## src/rtl/demux1a2_dest_pkg.sv

```systemverilog
// Shared definitions for the 1:2 destination demultiplexer.
// Optional push counters are enabled with the DEMUX1A2_DEST_CNT_EN macro.
package demux1a2_dest_pkg;

    // Default word width and position of the destination-select bit.
    localparam int DATA_W_DEF   = 10;
    localparam int DEST_BIT_DEF = 8;

    // Width of the optional per-destination push counters.
    localparam int CNT_W = 8;

    // Destination FSM: IDLE accepts words, HOLD waits for the held word's FIFO.
    typedef enum logic {
        IDLE = 1'b0,
        HOLD = 1'b1
    } state_t;

    // Select the almost-full flag belonging to a destination bit.
    function automatic logic dest_af(input logic dest, input logic af0, input logic af1);
        return dest ? af1 : af0;
    endfunction

endpackage

```

## src/rtl/demux1a2_dest_hold_reg.sv

```systemverilog
// One-entry skid register: stores a word that could not be pushed, together
// with its destination bit and a valid flag.
module dest_hold_reg
    import demux1a2_dest_pkg::*;
#(
    parameter int DATA_W = DATA_W_DEF
) (
    input  logic              clk,
    input  logic              reset_L,
    input  logic              load,
    input  logic              clear,
    input  logic [DATA_W-1:0] data_in,
    input  logic              dest_in,
    output logic              valid,
    output logic [DATA_W-1:0] data,
    output logic              dest
);

    // Capture a blocked word on load; drop the valid flag once it has been pushed.
    // NOTE: sequential state uses non-blocking assignments so every flop samples
    // pre-edge values regardless of block ordering.
    always_ff @(posedge clk or negedge reset_L) begin
        if (!reset_L) begin
            valid <= 1'b0;
            data  <= '0;
            dest  <= 1'b0;
        end else if (load) begin
            valid <= 1'b1;
            data  <= data_in;
            dest  <= dest_in;
        end else if (clear) begin
            valid <= 1'b0;
        end
    end

endmodule

```

## src/rtl/demux1a2_dest.sv

```systemverilog
// 1:2 destination demultiplexer: routes each word to FIFO0 or FIFO1 by its
// destination bit, with a single skid slot for almost-full backpressure.
// Define DEMUX1A2_DEST_CNT_EN to add 8-bit wrapping push counters per FIFO.
module demux1a2_dest
    import demux1a2_dest_pkg::*;
#(
    parameter int DATA_W   = DATA_W_DEF,
    parameter int DEST_BIT = DEST_BIT_DEF
) (
    input  logic              clk,
    input  logic              reset_L,
    input  logic              valid_in,
    input  logic [DATA_W-1:0] datain,
    output logic              ready_in,
    input  logic              almost_full0,
    input  logic              almost_full1,
    output logic              push0,
    output logic              push1,
    output logic [DATA_W-1:0] dataout_dest0,
    output logic [DATA_W-1:0] dataout_dest1
`ifdef DEMUX1A2_DEST_CNT_EN
    ,
    output logic [CNT_W-1:0]  cnt_dest0,
    output logic [CNT_W-1:0]  cnt_dest1
`endif
);

    state_t              state;
    logic                accept;
    logic                in_dest;
    logic                in_af;
    logic                hold_af;
    logic                hold_load;
    logic                hold_clear;
    logic                fire0;
    logic                fire1;
    logic [DATA_W-1:0]   push_word;
    logic                hold_valid;
    logic [DATA_W-1:0]   hold_data;
    logic                hold_dest;

    dest_hold_reg #(
        .DATA_W (DATA_W)
    ) u_hold (
        .clk     (clk),
        .reset_L (reset_L),
        .load    (hold_load),
        .clear   (hold_clear),
        .data_in (datain),
        .dest_in (in_dest),
        .valid   (hold_valid),
        .data    (hold_data),
        .dest    (hold_dest)
    );

    // Handshake, destination decode and the push decision for the coming edge.
    // NOTE: every signal gets a default at the top so no path leaves one
    // unassigned, which would otherwise infer a latch.
    always_comb begin
        ready_in   = 1'b0;
        accept     = 1'b0;
        in_dest    = 1'b0;
        in_af      = 1'b0;
        hold_af    = 1'b0;
        hold_load  = 1'b0;
        hold_clear = 1'b0;
        fire0      = 1'b0;
        fire1      = 1'b0;
        push_word  = datain;

        ready_in = (state == IDLE) && reset_L;
        accept   = valid_in && ready_in;
        in_dest  = datain[DEST_BIT];
        in_af    = dest_af(in_dest, almost_full0, almost_full1);
        hold_af  = dest_af(hold_dest, almost_full0, almost_full1);

        if (state == IDLE) begin
            // Only an accepted word is examined, so datain is don't-care otherwise.
            if (accept) begin
                hold_load = in_af;
                fire0     = !in_af && !in_dest;
                fire1     = !in_af &&  in_dest;
            end
        end else begin
            // The other FIFO's flag is ignored here so words never overtake.
            push_word  = hold_data;
            hold_clear = !hold_valid || !hold_af;
            fire0      = hold_valid && !hold_af && !hold_dest;
            fire1      = hold_valid && !hold_af &&  hold_dest;
        end
    end

    // Destination FSM with registered push strobes and data outputs.
    always_ff @(posedge clk or negedge reset_L) begin
        if (!reset_L) begin
            state         <= IDLE;
            push0         <= 1'b0;
            push1         <= 1'b0;
            dataout_dest0 <= '0;
            dataout_dest1 <= '0;
        end else begin
            push0 <= fire0;
            push1 <= fire1;
            if (fire0) begin
                dataout_dest0 <= push_word;
            end
            if (fire1) begin
                dataout_dest1 <= push_word;
            end
            case (state)
                IDLE:    if (hold_load)  state <= HOLD;
                HOLD:    if (hold_clear) state <= IDLE;
                default: state <= IDLE;
            endcase
        end
    end

`ifdef DEMUX1A2_DEST_CNT_EN
    // Count pushes per destination; increments on the edge that raises the strobe.
    always_ff @(posedge clk or negedge reset_L) begin
        if (!reset_L) begin
            cnt_dest0 <= '0;
            cnt_dest1 <= '0;
        end else begin
            if (fire0) begin
                cnt_dest0 <= cnt_dest0 + 1'b1;
            end
            if (fire1) begin
                cnt_dest1 <= cnt_dest1 + 1'b1;
            end
        end
    end
`endif

endmodule

```

## config.mk

```make
export PLATFORM = sky130hd
export DESIGN_NAME = demux1a2_dest
export DESIGN_NICKNAME = d
export VERILOG_FILES = /design/src/rtl/demux1a2_dest_pkg.sv /design/src/rtl/demux1a2_dest_hold_reg.sv /design/src/rtl/demux1a2_dest.sv
export SDC_FILE = /design/constraint.sdc
export NUM_CORES = 1
export LEC_CHECK = 0
export ABC_AREA = 1
export CORE_MARGIN = 4
export CORE_UTILIZATION = 45
export CTS_BUF_LIST = sky130_fd_sc_hd__clkbuf_2 sky130_fd_sc_hd__clkbuf_4 sky130_fd_sc_hd__clkbuf_8
export CTS_CLUSTER_DIAMETER = 40
export DETAILED_ROUTE_END_ITERATION = 16
export GPL_TIMING_DRIVEN = 0
export PLACE_DENSITY_LB_ADDON = 0.25
export SYNTH_ARGS = -nofsm -noshare
export SYNTH_HDL_FRONTEND = slang
export SYNTH_SLANG_ARGS = --single-unit
```

## constraint.sdc

```tcl
create_clock -name clk -period 1.51 [get_ports clk]
set_input_delay 0.3775 -clock clk [delete_from_list [all_inputs] [get_ports clk]]
set_output_delay 0.3775 -clock clk [all_outputs]
set_load 0.005 [all_outputs]
```

## Word-level counts from Yosys, hierarchy flattened

Cells that the tools add are included.

- Register bits after elaboration: 35
- Output and inout port bits: 23
- Word-level logic and storage cells: 38

- Muxes and demuxes: 15
- Bitwise logic cells: 1
- Reductions and logical operators: 14

Operators by type and width:

| cell | number |
|---|---|
| 2-to-1 mux 1 bit | 13 |
| 2-to-1 mux 10 bit | 1 |
| logical AND 1 bit | 7 |
| zero test 1 bit | 5 |
| one-hot mux 1 bit (2 select lines) | 1 |
| nonzero test 2 bit | 1 |
| logical OR 1 bit | 1 |
| NOT 1 bit | 1 |

## Longest topological paths before layout

- Word-level depth: 7
- Depth in mapped cells: 8
- Mapped depth without buffers: 7

## Hierarchy

A second synthesis with hierarchy kept.

- Cell total of the unflattened synthesis: 199
- Area, all modules: 1,556.5 um^2

Modules (own cells, without submodules):

| module | times used | cells an instance | area each (um^2) | sequential area each (um^2) |
|---|---|---|---|---|
| demux1a2_dest | 1 | 148 | 1,098.6 | 575.6 |
| dest_hold_reg | 1 | 51 | 457.9 | 300.3 |

## Worst setup path before layout

No wires, ideal clock.

- Path type: register -> register
- Start point: register state
- End point: register dataout_dest1[7]
- Arrival time: 1,086 ps
- Data required time: 1,445 ps
- Setup slack: 359 ps
- Stages on the path, launching flop included: 6
- Clock period less this slack: 1,151 ps
- Cell sequence: dfrtp_1 > buf_6 > buf_2 > o21ai_0 > nand2_1 > nand2_1

- Longest elaborated chain between the ends: 5
- Elaborated cells between the ends (all ways): 6
- Those cells by class: mux (3); bitwise (1); reduce/logical (2)

Ends and longest elaborated chain:

| what | RTL line | RTL |
|---|---|---|
| from (decl) | demux1a2_dest.sv:28 | `state_t state;` |
| from (signal assigned) | demux1a2_dest.sv:96 | `state <= IDLE;` |
| from (signal assigned) | demux1a2_dest.sv:111 | `IDLE: if (hold_load) state <= HOLD;` |
| from (signal assigned) | demux1a2_dest.sv:112 | `HOLD: if (hold_clear) state <= IDLE;` |
| NOT 1 bit | -- |  |
| logical AND 1 bit | demux1a2_dest.sv:71 | `ready_in = (state == IDLE) && reset_L;` |
| logical AND 1 bit | demux1a2_dest.sv:72 | `accept = valid_in && ready_in;` |
| 2-to-1 mux 1 bit | demux1a2_dest.sv:79 | `if (accept) begin` |
| 2-to-1 mux 1 bit | demux1a2_dest.sv:77 | `if (state == IDLE) begin` |
| to (signal assigned) | demux1a2_dest.sv:108 | `dataout_dest1 <= push_word;` |
| to (decl) | demux1a2_dest.sv:20 | `output logic [DATA_W-1:0] dataout_dest1` |

Several ways; a longest one is shown, not always the timed one.
A chain may end at the register's enable or synchronous reset.

## Worst setup path after layout

- Start point: register state
- End point: output port ready_in

- Longest elaborated chain between the ends: 2

Ends and longest elaborated chain:

| what | RTL line | RTL |
|---|---|---|
| NOT 1 bit | -- |  |
| logical AND 1 bit | demux1a2_dest.sv:71 |  |
| to (decl) | demux1a2_dest.sv:14 | `output logic ready_in,` |

Every way passes these cells.

==> results.yml <==
routing:
  drcViolationCount: 0
  first_iter_violations: 64
  vias_per_cell: 4.86
  drt-total-wl_um: 3480
  vias: 1331
  wl_per_cell_um: 12.7
  ant_nets: 0
  drt-pass1-iter-count: 4
synth:
  synthTopCellsByArea: "dfrtp_1 56%, nand2_1 15%, nand3_1 6.9%, o21ai_0 6.0%, inv_1 4.2%"
  yosysUniqueCellTypes: 19
  yosysTopAreaCell: "dfrtp_1"
  synth_top_area_share_pct: 56.2
  yosysSeqAreaShare_pct: 56.2
  synth_nets: 188
  synth_area_um2: 1510
  yosys_warnings: 0
  synth_cells: 173
  syn_avg_cell_area_um2: 8.75
  synth_seq_cells: 34
worst_setup_path:
  cp.arrival_ps: 1070
  cp_num_buf_inv: 1
  r2r_start: "state"
  critPathSlowestCell: "dfrtp_1"
  critPathTopFamily: "flip-flops"
  worstPathCellList: "nor2_4 -> clkdlybuf4s15_1"
  crit_path_end_kind: "primary output"
  critPathMaxFanout: 2
  worstSetupStartpointType: "flip-flop"
  slowest_delay_ps: 430
  reg2regPathDepth: 7
  path_class: "reg -> out"
  r2r_end: "dataout_dest0[9]"
  reg2reg_slack_ps: 120
  required_ps: 1130
global_routing:
  antenna_found_initial: 0
  grt-ovfl-total: 0
  grt_pass1_vias: 1362
  grt_start_max_net_pins: 35
  grtUsageTotal_pct: 18.9
  grt_pass1_wl_um: 6190
final_layout:
  antenna-diode-count: 0
  final_cells: 274
  final_cell_mix: "61 x nand2_1, 34 x dfrtp_1, 22 x dlygate4sd2_1"
  fin_util_pct: 66.7
  areaGrowthSynthToFinish_pct: 37.8
  nNetsFinal: 244
  mostFrequentLayoutCell: "nand2_1"
  fillers: 278
  drive_gt1_share_pct: 16.1
  final_area_um2: 2090
timing:
  worstMarginPinSlew_ps: 377
  rsz0062_at_grt: "no"
  hold_viol: 0
  slew_headroom_pct: 74.6
  slew_violations: 0
  period_needed_ps: 1450
  fin_crit_sh_pct: 95.9
  fin_setup_tns_ps: 0
  setup_viol: 0
  hold_slack_ps: 477
  fmax_mhz: 690
  finClkSkew_ps: 6.47
placed_design:
  dpl.hpwl_um: 2510
  placed_cell_area_um2: 1930
  port_buffers: 37
  gp_congestion: 0.813
  dp.cells: 254
clock_network:
  cts_htree_levels: 2
  path_clk_slew_ps: 90
  worstSkewPairLatency_ps: 340
  cts.sinks: 34
  cts_root_buf: "clkbuf_4"
  cts_tree: "done"
  cts_max_path_buffers: 2
  cts_buffers: 5
pwr:
  pwr-share-seq_pct: 45.8
  power.density_nw_per_um2: 1480
  clockPowerShare_pct: 17.2
  p_int_mw: 2.10
  comb_power_share_pct: 37.0
  p_sw_mw: 1.00
  p_sw_share_pct: 32.3
  ir_worst_vdd_mv: 0.830
  leakagePower_nw: 1.12
min_path:
  min_to: "dataout_dest1[8]"
  hold_path_class: "reg -> reg"
  hp-start: "dataout_dest1[8]"
  min_path_cells: 1
run:
  maxCapViolations: 0
die:
  initial_core_util_pct: 48.4
  core_area_um2: 3130
  dieArea_um2: 4360
  io_pins: 38
  die_x_um: 66
  std_cell_rows: 20
  chipHeight_um: 66
status:
  run_status: "completed"
==> logic make-up after synthesis <==
group                  share of synthesized area (%)
AND/OR/NAND/NOR                                 29.6
buffers and inverters                           7.60
flip-flops                                      56.2
AO/OA/AOI/OAI                                   6.61
==> layer usage <==
layer  vias to the layer above  track usage (%)  part of all wire (%)
met5                         -                0                     0
met4                         0             6.85                   1.7
met3                         7             5.95                   6.2
met2                        41             31.9                    49
met1                       623             22.6                    43
li1                        660                -                     -
==> what timing repair did <==
item,in CTS,in global routing
gates resized for setup,26,2
hold endpoints to repair,34,0
setup buffers,10,0
pin swaps,1,0
hold buffers,2,0
endpoints found under the setup margin,52,3
==> power by group through the flow <==
stage	combinational, mW	clock (mW)	sequential (mW)
2_1_floorplan	0.475	0	1.44
3_3_place_gp	1.11	0	1.43
3_5_place_dp	1.13	0	1.45
4_1_cts	1.15	0.556	1.41
5_1_grt	1.28	0.590	1.46
6_report	1.15	0.533	1.42
==> how the worst max path moves through the flow <==
stage | from | endpoint | slack [ps] | cells after the start
after CTS | state | ready_in | 20 | 2
after detailed placement | reset_L | ready_in | -760 | 4
after floorplan | state | dataout_dest1[7] | 360 | 5
after global placement | reset_L | ready_in | -1750 | 4
after global routing | state | ready_in | 10 | 2
final | state | ready_in | 60 | 2
==> area by class of cell <==
class	count	area [µm²]	area share [%]
plain buffers	7	47.5	2.28
clock buffers	7	58.8	2.82
clock inverters	1	5.00	0.240
inverters	18	67.6	3.24
multi-input cells	114	548	26.3
flip-flops and latches	34	851	40.8
well taps	44	55.1	2.64
repair buffers	49	453	21.7
==> sequential cells by signal, summed over array words and instances, names as in the netlist <==
signal,cells
dataout_dest0,10
dataout_dest1,10
push0,1
push1,1
state,1
u_hold.data,10
u_hold.valid,1
==> synthesized netlist by cell type <==
library cell / number
buf_2: 4
o21ai_1: 2
nor2_4: 1
dfrtp_1: 34
nand2_2: 2
nand2_4: 1
nand4_2: 1
inv_1: 17
nand3b_1: 1
o21ai_0: 18
nor2_1: 2
nand2_1: 61
nand3_2: 1
nor2_2: 1
inv_2: 1
nand3_1: 21
clkbuf_2: 1
buf_6: 2
nand3_4: 2
==> per-stage QoR <==
step / setup slack (ps) / power, mW
4_1_cts: 22.6 / 3.12
5_1_grt: 13.3 / 3.34
3_3_place_gp: -1750 / 2.54
6_report: 61.2 / 3.10
3_5_place_dp: -764 / 2.59
2_1_floorplan: 359 / 1.92
Note: power is estimated with default switching activity, not from simulation.
